**config.mk**
```make
export PLATFORM = sky130hd
export DESIGN_NAME = tdm_demux8_flat
export DESIGN_NICKNAME = d
export VERILOG_FILES = /design/src/rtl/tdm_demux8_if.sv /design/src/rtl/tdm_demux8.sv /design/src/flat_wrapper.sv
export SDC_FILE = /design/constraint.sdc
export NUM_CORES = 1
export LEC_CHECK = 0
export BUFFER_PORTS_ARGS = -buffer_cell sky130_fd_sc_hd__buf_4
export CAP_MARGIN = 20
export CORE_ASPECT_RATIO = 1.4
export CORE_MARGIN = 3
export CORE_UTILIZATION = 50
export DETAILED_ROUTE_END_ITERATION = 10
export PLACE_DENSITY = 0.76
export SYNTH_ARGS = -nofsm -noshare
export SYNTH_HDL_FRONTEND = slang
export SYNTH_SLANG_ARGS = --single-unit
export TNS_END_PERCENT = 20
```
**constraint.sdc**
```tcl
create_clock -name clk -period 1.85 [get_ports clk]
set_input_delay 0.185 -clock clk [delete_from_list [all_inputs] [get_ports clk]]
set_output_delay 0.185 -clock clk [all_outputs]
set_load 0.005 [all_outputs]
```
**src/rtl/tdm_demux8_if.sv**
```systemverilog
// Serial TDM input and parallel frame output bundle for tdm_demux8.
// master drives the slot line; slave is the demultiplexer.
interface tdm_demux8_if;
   logic       din;
   logic       sync;
   logic       en;
   logic [7:0] dout;
   logic       frame_valid;
   logic       locked;
   logic       sync_err;

   modport master (
      output din, sync, en,
      input  dout, frame_valid, locked, sync_err
   );

   modport slave (
      input  din, sync, en,
      output dout, frame_valid, locked, sync_err
   );
endinterface

```
**src/rtl/tdm_demux8.sv**
```systemverilog
// 8-slot TDM demultiplexer with frame-sync lock tracking and a flywheel
// that tolerates up to MISS_MAX consecutive missing slot-0 markers.
module tdm_demux8 #(
   parameter int MISS_MAX = 2
) (
   input logic          clk,
   input logic          rst,
   tdm_demux8_if.slave  bus
);
   typedef enum logic {HUNT, LOCKED} state_t;

   localparam logic [2:0] MISS_LIM = 3'(MISS_MAX);

   state_t     state;
   logic [2:0] cnt;
   logic [6:0] stg;
   logic [2:0] miss;
   logic [7:0] dout;
   logic       frame_valid;
   logic       locked;
   logic       sync_err;

   always_ff @(posedge clk) begin
      if (rst) begin
         state       <= HUNT;
         cnt         <= 3'd0;
         stg         <= 7'd0;
         miss        <= 3'd0;
         dout        <= 8'h00;
         frame_valid <= 1'b0;
         locked      <= 1'b0;
         sync_err    <= 1'b0;
      end else begin
         frame_valid <= 1'b0;
         sync_err    <= 1'b0;
         if (bus.en) begin
            case (state)
               HUNT: begin
                  if (bus.sync) begin
                     stg[0] <= bus.din;
                     cnt    <= 3'd1;
                     miss   <= 3'd0;
                     state  <= LOCKED;
                     locked <= 1'b1;
                  end
               end
               LOCKED: begin
                  if (cnt == 3'd0) begin
                     if (bus.sync) begin
                        stg[0] <= bus.din;
                        cnt    <= 3'd1;
                        miss   <= 3'd0;
                     end else if (miss < MISS_LIM) begin
                        // Flywheel: keep slot timing and take the bit as slot 0.
                        sync_err <= 1'b1;
                        miss     <= miss + 3'd1;
                        stg[0]   <= bus.din;
                        cnt      <= 3'd1;
                     end else begin
                        sync_err <= 1'b1;
                        state    <= HUNT;
                        locked   <= 1'b0;
                        miss     <= 3'd0;
                        cnt      <= 3'd0;
                     end
                  end else if (bus.sync) begin
                     // Misplaced marker wins over completion: restart the frame here.
                     sync_err <= 1'b1;
                     stg      <= {6'd0, bus.din};
                     cnt      <= 3'd1;
                     miss     <= 3'd0;
                  end else if (cnt == 3'd7) begin
                     dout        <= {bus.din, stg};
                     frame_valid <= 1'b1;
                     cnt         <= 3'd0;
                  end else begin
                     stg[cnt] <= bus.din;
                     cnt      <= cnt + 3'd1;
                  end
               end
               default: state <= HUNT;
            endcase
         end
      end
   end

   assign bus.dout        = dout;
   assign bus.frame_valid = frame_valid;
   assign bus.locked      = locked;
   assign bus.sync_err    = sync_err;
endmodule

```
**src/flat_wrapper.sv**
```systemverilog
// flat-port wrapper written by rule: the top's interface ports become plain ports
module tdm_demux8_flat 
#(
   parameter int MISS_MAX = 2
)
  (clk, rst, bus_din, bus_sync, bus_en, bus_dout, bus_frame_valid, bus_locked, bus_sync_err);
  tdm_demux8_if bus_i ();
  input logic clk;
  input logic rst;
  input wire logic [$bits(bus_i.din)-1:0] bus_din;
  input wire logic [$bits(bus_i.sync)-1:0] bus_sync;
  input wire logic [$bits(bus_i.en)-1:0] bus_en;
  output wire logic [$bits(bus_i.dout)-1:0] bus_dout;
  output wire logic [$bits(bus_i.frame_valid)-1:0] bus_frame_valid;
  output wire logic [$bits(bus_i.locked)-1:0] bus_locked;
  output wire logic [$bits(bus_i.sync_err)-1:0] bus_sync_err;
  assign bus_i.din = bus_din;
  assign bus_i.sync = bus_sync;
  assign bus_i.en = bus_en;
  assign bus_dout = bus_i.dout;
  assign bus_frame_valid = bus_i.frame_valid;
  assign bus_locked = bus_i.locked;
  assign bus_sync_err = bus_i.sync_err;
  tdm_demux8 #(.MISS_MAX(MISS_MAX)) u_core (.clk(clk), .rst(rst), .bus(bus_i));
endmodule
```
==> impl_metrics.toml, run 1 <==
[job]
maxCapViolations = 0

[yosys]
avgSynthCellArea_um2 = 8.05
synth_warnings = 0
yosys-top-cells-area = "dfxtp_1 42%, a21oi_1 9.2%, nand2_1 8.5%, ha_1 6.3%, o21ai_0 4.2%"
synth_seq_cells = 25
synth_cell_types = 28
yosys.area.top_type = "dfxtp_1"
synth_compound_area_share_pct = 18.1
syn_inst = 148
syn_area_um2 = 1190
synth_top_family_by_area = "simple AND/OR/NAND/NOR gates"
netlist.area_leader.share_pct = 42.0
synth_adder_area_share_pct = 6.30
synth_mux_area_share_pct = 0
ys_seq_area_share_pct = 42.0
synth_xor_area_share_pct = 0
syn-num-nets = 159
synth-simple-area-share_pct = 29.9

[power]
power_frac_seq_pct = 61.1
ir_drop_uv = 395
p_per_area_nw_per_um2 = 641
combPwrFrac_pct = 11.5
p_clk_share_pct = 27.4
p_leak_nw = 0.564
swShare_pct = 25.5
p_sw_mw = 0.230
power.internal_mw = 0.672

[critical_path]
required_ps = 2060
cpPeakStageDelay_ps = 470
startpoint_type = "flip-flop"
endpoint_kind = "flip-flop"
critPathBufInv = 1
critPathMaxFanout = 7
path_class = "flip-flop to flip-flop"
crit_slowest_cell = "a2111oi_0"
cp_top_family = "compound AO/OA/AOI/OAI gates"
arrival_ps = 1940
path_cells = "inv_1 -> ha_1 -> and2b_4 -> o21ai_0 -> a2111oi_0 -> a211oi_1"

[floorplanning]
core_area_um2 = 2230
start_util_pct = 53.5
die_area_um2 = 3010
chipHeight_um = 63.8
io_pins = 16
rows = 20
fp.dieW_um = 47.3

[timing]
layout_min_cycle_time_ps = 1730
hold_viol = 0
fin_ws_ps = 116
holdWs_ps = 117
clock_skew_ps = 8.20
tightest_slew_ps = 432
setup_tns_ps = 0
slew_headroom_pct = 70.4
fin_crit_sh_pct = 93.7
fmax_mhz = 577
setup_viol = 0
slew_viol_final = 0

[global_route]
grt_pass1_vias = 1010
grt_max_degree = 25
antenna_found_initial = 0
grtUsageTotal_pct = 18.9
grt-ovfl-total = 0
grt_pass1_wl_um = 4260

[finish]
finalNonFillerCells = 191
antennaDiodeCount = 0
multiInputGateArea_um2 = 659
nFillCells = 205
nNetsFinal = 181
utilization_pct = 63.2
seq_area_um2 = 503
drive_gt1_share_pct = 19.5
areaGrowthSynthToFinish_pct = 18.2

[clock_network]
clockBufferDepth = 2
cts-root-buf = "clkbuf_4"
cts_hold_buf = 0
clock_latency_ps = 330
cts_tree = "done"
cts_num_sinks = 25
htreeDepth = 1
cts_inserted_buffers = 3
path_clk_slew_ps = 140

[placed_design]
globalplace.congestion = 0.886
dp.cells = 185
dp_hpwl_um = 1850
portBuffers = 15
pre_cts_slack_ps = 39.2

[detailed_routing]
drt_iter0_markers = 41
wirelength_um = 2520
ant_nets = 0
routedWlPerCell_um = 13.2
via_count = 1087
first_pass_iters = 4
drcViolationCount = 0
viasPerCell = 5.69

[run_status]
status = "finished, final reports clean"

[min_path]
min_path_type = "input pin to flip-flop"
==> layout make-up <==
cell class / instances / area share (%)
clock inverter: 1 / 0.533
timing repair buffer: 22 / 11.7
clock buffer: 3 / 1.60
sequential: 25 / 35.7
multi-input combinational: 112 / 46.8
tap: 22 / 1.96
inverter: 6 / 1.60
==> worst reg2reg max path, stage by stage (launching register included) <==
cell and delay [ps]:
dfxtp_2 350, inv_1 70, ha_1 210, and2b_4 230, o21ai_0 170, a2111oi_0 470
a211oi_1 110
==> cell families after synthesis <==
logic type / count (synthesis)
and+or+nand+nor: 67
AOI/OAI and AO/OA: 39
adders and majority gates: 6
buffers and inverters: 11
DFF: 25
==> through the flow <==
step           power, mW  cell area, µm²
2_1_floorplan      0.627            1190
3_3_place_gp       0.655            1350
3_5_place_dp       0.659            1350
4_1_cts            0.900            1380
5_1_grt            0.943            1410
6_report           0.902            1410
==> cells in the final DEF (no fill, tap or decap), types with 3 or more instances in the layout <==
| master | Yosys | final |
|---|---|---|
| buf_4 | 0 | 22 |
| nor3b_1 | 3 | 3 |
| nor2_1 | 11 | 11 |
| nand2b_1 | 5 | 5 |
| nor2b_1 | 3 | 3 |
| inv_1 | 6 | 5 |
| nand3_1 | 6 | 6 |
| a21oi_1 | 22 | 22 |
| nand2_1 | 27 | 27 |
| clkbuf_4 | 0 | 3 |
| dfxtp_1 | 25 | 23 |
| ha_1 | 6 | 5 |
| o21ai_0 | 10 | 10 |
==> Yosys cell counts (all sizes together) <==
library cell and n:
a2111oi 1, a211oi 1, a21oi 22, a22oi 2
a31oi 1, a41o 1, and2b 1, and3b 2
buf 2, clkbuf 3, dfxtp 25, ha 6
inv 6, nand2 28, nand2b 5, nand3 6
nand3b 1, nand4 2, nor2 11, nor2b 3
nor3b 3, nor4 2, nor4b 1, o211ai 1
o21ai 10, or3 1, or4b 1
==> worst paths after layout <==
check | startpoint | slack [ps] | endpoint | cells past startpoint
worst max register to register | u_core.cnt[0]$_SDFFE_PP0N_ | 120 | u_core.cnt[0]$_SDFFE_PP0N_ | 6
worst min-delay path | bus_din | 120 | u_core.bus.dout[7]$_SDFFE_PP0P_ | 3
worst min register to register | u_core.stg[0]$_SDFFE_PP0P_ | 460 | u_core.bus.dout[0]$_SDFFE_PP0P_ | 2
worst max-delay path | u_core.cnt[0]$_SDFFE_PP0N_ | 120 | u_core.cnt[0]$_SDFFE_PP0N_ | 6
==> per-layer routing <==
metal	global-route usage, %	vias to the layer above	wire length [µm]
li1	-	557	-
met1	22.7	485	1060
met2	30.7	35	1270
met3	2.82	10	109
met4	10.0	0	79
met5	0	-	0
==> sequential cells by signal (all words and copies together) (netlist names) <==
name and cells:
u_core.state 1, u_core.bus.dout 8, u_core.stg 7, u_core.miss 3, u_core.bus.sync_err 1, u_core.bus.frame_valid 1, u_core.bus.locked 1, u_core.cnt 3
==> power groups by stage <==
stage / combinational, mW / sequential [mW] / clock (mW)
2_1_floorplan: 0.0609 / 0.566 / 0
3_3_place_gp: 0.0929 / 0.562 / 0
3_5_place_dp: 0.0957 / 0.563 / 0
4_1_cts: 0.0959 / 0.551 / 0.253
5_1_grt: 0.115 / 0.552 / 0.277
6_report: 0.104 / 0.551 / 0.247
==> timing repair <==
action                     in CTS  in global routing
gates resized for setup         0                  5
setup endpoints to repair       0                  9
setup buffers                   0                  2
No activity file was read; power rests on OpenSTA's default activity.
==> run 2, diff against run 1 <==
Settings changed: CORE_ASPECT_RATIO 1.4 to 1.75, SKIP_LAST_GASP set to 1.
==> run 2 against run 1 <==
Total power is 2.2% lower. Global-route usage fell by 0.70 points. First-iteration DRC count is 32% lower. Sequential power barely moved. Register-to-register slack got worse by 20 ps. Combinational power is 6% lower. Hold slack better by 3.8 ps. Non-clock buffer count stayed put. Cell count is 1.0% higher. Clock skew down 1.8 ps. Core utilization is 1.1 points higher. Largest cell class unchanged. Largest power group unchanged.
==> impl_metrics.toml, run 2 (synthesis gave the netlist of run 1 again) <==
[run_status]
status = "finished, final reports clean"

[floorplanning]
io_pins = 16
die_area_um2 = 3030
rows = 22
chipHeight_um = 70.6
fp.dieW_um = 42.9
start_util_pct = 54.8
core_area_um2 = 2170

[placed_design]
dp_hpwl_um = 1990
portBuffers = 15
dp.cells = 187
pre_cts_slack_ps = 10.5
globalplace.congestion = 0.870

[global_route]
grt_pass1_vias = 1063
use_met1_pct = 18.0
antenna_found_initial = 0
grt_pass1_wl_um = 4310
grtUsageTotal_pct = 18.2
grt_max_degree = 25
grt-ovfl-total = 0
met3_usage_pct = 3.05
busiest_layer = "met2"
gr-usage-met2_pct = 33.4

[job]
maxCapViolations = 0

[clock_network]
htreeDepth = 1
cts_inserted_buffers = 3
cts-root-buf = "clkbuf_4"
clock_latency_ps = 310
path_clk_slew_ps = 130
clockBufferDepth = 2
cts_hold_buf = 0
cts_num_sinks = 25
cts_tree = "done"

[critical_path]
endpoint_kind = "flip-flop"
cp_top_family = "compound AO/OA/AOI/OAI gates"
critPathBufInv = 2
r2r_setup_slack_ps = 100
path_cells = "inv_1 -> ha_1 -> and2b_4 -> inv_2 -> nand2_1 -> a2111oi_0 -> a211oi_1"
required_ps = 2030
path_class = "flip-flop to flip-flop"
arrival_ps = 1930
cpPeakStageDelay_ps = 530
startpoint_type = "flip-flop"
critPathMaxFanout = 7
crit_slowest_cell = "a2111oi_0"

[power]
p_per_area_nw_per_um2 = 631
p_clk_share_pct = 26.6
ir_drop_uv = 409
power.internal_mw = 0.668
p_leak_nw = 0.564
combPwrFrac_pct = 11.1
power.total_mw = 0.882
p_sw_mw = 0.214
power_frac_seq_pct = 62.3
swShare_pct = 24.3

[detailed_routing]
drt_iter0_markers = 28
viasPerCell = 5.87
via_count = 1132
wirelength_um = 2660
first_pass_iters = 4
routedWlPerCell_um = 13.8
ant_nets = 0
drcViolationCount = 0

[finish]
antennaDiodeCount = 0
largest_register_ffs = 8
areaGrowthSynthToFinish_pct = 17.4
drive_gt1_share_pct = 18.9
final_common_cell = "nand2_1"
regMostFlops = "u_core.bus.dout"
layout_common_cells = "27 x nand2_1, 23 x dfxtp_1, 22 x a21oi_1, 22 x buf_4, 11 x nor2_1"
finalNonFillerCells = 193
reg_top3 = "u_core.bus.dout (8), u_core.stg (7)"
nNetsFinal = 181

[timing]
clock_skew_ps = 6.42
layout_min_cycle_time_ps = 1750
setup_tns_ps = 0
slew_viol_final = 0
slew_headroom_pct = 64.9
fin_ws_ps = 100
fmax_mhz = 571
hold_viol = 0
fin_crit_sh_pct = 94.6
tightest_slew_ps = 513
rsz0062_at_grt = "no"
setup_viol = 0

[min_path]
min_path_type = "input pin to flip-flop"
run 2: cell count changes in the layout (fill, tap and decap cells not counted):
cell | before | now
dfxtp_4 | 0 | 1
dfxtp_2 | 2 | 1
ha_2 | 0 | 1
ha_4 | 1 | 0
clkbuf_1 | 0 | 1
clkinvlp_4 | 1 | 0
run 2: power groups by stage:
stage / registers (mW) / logic [mW] / clock network (mW)
2_1_floorplan: 0.566 / 0.0609 / 0
3_3_place_gp: 0.562 / 0.0935 / 0
3_5_place_dp: 0.562 / 0.0949 / 0
4_1_cts: 0.551 / 0.0955 / 0.244
5_1_grt: 0.551 / 0.110 / 0.265
6_report: 0.549 / 0.0980 / 0.235
run 2: path summary, 6_finish.rpt:
path                                    from                              end  cells after the start
max               u_core.cnt[0]$_SDFFE_PP0N_       u_core.cnt[0]$_SDFFE_PP0N_                      7
min                                  bus_din  u_core.bus.dout[7]$_SDFFE_PP0P_                      3
max reg2reg       u_core.cnt[0]$_SDFFE_PP0N_       u_core.cnt[0]$_SDFFE_PP0N_                      7
min reg2reg  u_core.bus.dout[1]$_SDFFE_PP0P_  u_core.bus.dout[1]$_SDFFE_PP0P_                      2
run 2: routing by layer:
metal	routed length (µm)	vias to the layer above
li1	-	559
met1	993	527
met2	1460	35
met3	96	11
met4	106	0
met5	0	-
run 2: area by class of cell:
cell class	instances	area, µm²
timing repair buffer	22	165
fill	191	776
clock buffer	4	26.3
multi-input combinational	112	649
sequential	25	505
tap	24	30.0
inverter	6	22.5
run 2: per-stage QoR:
stage          instance area (µm²)  utilization, %  hold slack, ps
5_1_grt                       1400            64.3             121
4_1_cts                       1380            63.6             120
2_1_floorplan                 1190               -             264
3_5_place_dp                  1350            62.1             448
3_3_place_gp                  1350            62.1             444
6_report                      1400            64.3             121
run 2: worst reg2reg max path, delay by kind of cell (launching register included):
family                     cells  cell delay [ps]
AOI/OAI and AO/OA              2              640
DFF                            1              360
and+or+nand+nor                2              270
adders and majority gates      1              220
buffers and inverters          2              140
run 2: what timing repair did:
item | CTS | global route
buffers inserted | 1 | 1
pin swaps | 1 | 0
resized for setup | 0 | 5
setup endpoints to repair | 8 | 12
==> run 3, diff against run 2 <==
Settings changed: CELL_PAD_IN_SITES_DETAIL_PLACEMENT set to 1, CELL_PAD_IN_SITES_GLOBAL_PLACEMENT set to 1, CORE_UTILIZATION 50 to 37, PLACE_DENSITY 0.76 to 0.75.
==> run 3 against run 2 <==
Routed wire length is 25% higher. Sequential share of layout area down 1.7 points. Hold slack improved by 66 ps. Combinational power up 4%. Cell count increased by 10%. Critical path type unchanged. Count of clock-buffer cells in the layout is the same. Clock skew down 2.6 ps. Clock power is 39% higher. Highest routed layer unchanged.
==> impl_metrics.toml, run 3 (synthesis gave the netlist of run 1 again) <==
[global_route]
antenna_found_initial = 0
grt_pass1_wl_um = 5460
grtUsageTotal_pct = 17.6
grt_max_degree = 25
grt-ovfl-total = 0
grt_pass1_vias = 1144

[clock_network]
cts_num_sinks = 25
htreeDepth = 1
clock_latency_ps = 270
cts_tree = "done"
clockBufferDepth = 2
cts-root-buf = "clkbuf_8"
cts_inserted_buffers = 3
path_clk_slew_ps = 90

[critical_path]
cp_top_family = "compound AO/OA/AOI/OAI gates"
endpoint_kind = "flip-flop"
r2r_setup_slack_ps = 30
crit_slowest_cell = "dfxtp_1"
path_cells = "inv_1 -> ha_1 -> and2b_4 -> inv_1 -> ha_1 -> a31oi_1 -> a21oi_1 -> a41o_1"
endpoint = "u_core.stg[0]$_SDFFE_PP0P_"
r2r-start = "u_core.cnt[0]$_SDFFE_PP0N_"
required_ps = 2020
critPathBufInv = 2
critPathMaxFanout = 7
cpPeakStageDelay_ps = 320
arrival_ps = 1990
path_class = "flip-flop to flip-flop"
crit_cells = 8
startpoint_type = "flip-flop"
worstSetupStartpoint = "u_core.cnt[0]$_SDFFE_PP0N_"
r2r_end = "u_core.stg[0]$_SDFFE_PP0P_"
r2r_cells = 8

[timing]
fin_crit_sh_pct = 98.6
fmax_mhz = 548
holdWs_ps = 187
fin_ws_ps = 25.3
slew_headroom_pct = 69.4
setup_viol = 0
layout_min_cycle_time_ps = 1820
tightest_slew_ps = 455
hold_viol = 0
clock_skew_ps = 3.86
slew_viol_final = 0
rsz0062_at_grt = "yes"

[min_path]
min_path_type = "input pin to flip-flop"

[finish]
finalNonFillerCells = 213
final_common_cell = "nand2_1"
areaGrowthSynthToFinish_pct = 21.8
nNetsFinal = 183
drive_gt1_share_pct = 18.1
reg_top3 = "u_core.bus.dout (8), u_core.stg (7)"
regMostFlops = "u_core.bus.dout"
layout_common_cells = "27 x nand2_1, 25 x dfxtp_1, 24 x buf_4"
largest_register_ffs = 8
antennaDiodeCount = 0

[floorplanning]
io_pins = 16
die_area_um2 = 3960
chipHeight_um = 81.1
fp.dieW_um = 48.9
core_area_um2 = 2990
start_util_pct = 39.8
rows = 26

[detailed_routing]
wirelength_um = 3320
drcViolationCount = 0
drt_iter0_markers = 15
first_pass_iters = 3
routedWlPerCell_um = 15.6
viasPerCell = 5.38
via_count = 1147
ant_nets = 0

[power]
power.internal_mw = 0.739
ir_drop_uv = 380
power.total_mw = 0.977
swShare_pct = 24.4
p_sw_mw = 0.239
p_clk_share_pct = 33.3
p_per_area_nw_per_um2 = 673
combPwrFrac_pct = 10.4
p_leak_nw = 0.580
power_frac_seq_pct = 56.3

[run_status]
status = "finished, final reports clean"

[placed_design]
dp_hpwl_um = 2450
globalplace.congestion = 0.842
dp.cells = 205
pre_cts_slack_ps = -14.7
portBuffers = 15

[job]
maxCapViolations = 0
==> run 3: layout make-up <==
type	count	area, µm²
Inverter	6	22.5
Sequential cell	25	500
Clock buffer	4	45.0
Multi-Input combinational cell	112	651
Timing Repair Buffer	24	180
Fill cell	385	1540
Tap cell	42	52.6
==> run 3: worst min path at each step <==
stage / start / end / slack (ps) / depth (start not counted)
floorplan: rst / u_core.bus.frame_valid$_SDFF_PP0_ / 260 / 1
CTS: bus_din / u_core.bus.dout[7]$_SDFFE_PP0P_ / 180 / 3
global route: bus_din / u_core.bus.dout[7]$_SDFFE_PP0P_ / 180 / 3
finish: bus_din / u_core.bus.dout[7]$_SDFFE_PP0P_ / 190 / 3
detailed placement: u_core.bus.dout[6]$_SDFFE_PP0P_ / u_core.bus.dout[6]$_SDFFE_PP0P_ / 460 / 2
global placement: u_core.stg[0]$_SDFFE_PP0P_ / u_core.bus.dout[0]$_SDFFE_PP0P_ / 450 / 2
==> run 3: power by group through the flow <==
stage / Sequential (mW) / Combinational, mW / Clock [mW]
global route: 0.551 / 0.116 / 0.356
detailed placement: 0.563 / 0.0996 / 0
floorplan: 0.566 / 0.0609 / 0
CTS: 0.550 / 0.100 / 0.336
global placement: 0.562 / 0.0955 / 0
finish: 0.550 / 0.102 / 0.326
==> run 3: tightest hold or removal path, cell delays in order <==
cell and delay, ps:
buf_4 120, nand2_1 50, a21oi_1 60
==> run 3: timing repair <==
item / in CTS / in global routing
setup buffers: 1 / 3
setup endpoints to repair: 8 / 16
hold buffers: 0 / 0
pin swaps: 1 / 1
resized for setup: 0 / 5
==> run 3: metrics by stage <==
| stage | util (%) | TNS, ps | cell area [µm²] |
|---|---|---|---|
| after global placement | 45.9 | 0 | 1370 |
| after CTS | 47.6 | 0 | 1430 |
| after floorplan | - | 0 | 1190 |
| after global routing | 48.5 | -882 | 1450 |
| after detailed placement | 45.9 | -26.2 | 1370 |
| final | 48.5 | 0 | 1450 |
==> run 3: layer usage <==
layer | vias to the layer above | wire (µm) | part of all wire, % | global-route usage [%]
met1 | 558 | 1240 | 38 | 17.0
met2 | 18 | 1890 | 57 | 35.1
li1 | 561 | - | - | -
met3 | 10 | 63 | 1.9 | 2.20
met5 | - | 0 | 0 | 0
met4 | 0 | 116 | 3.5 | 9.69
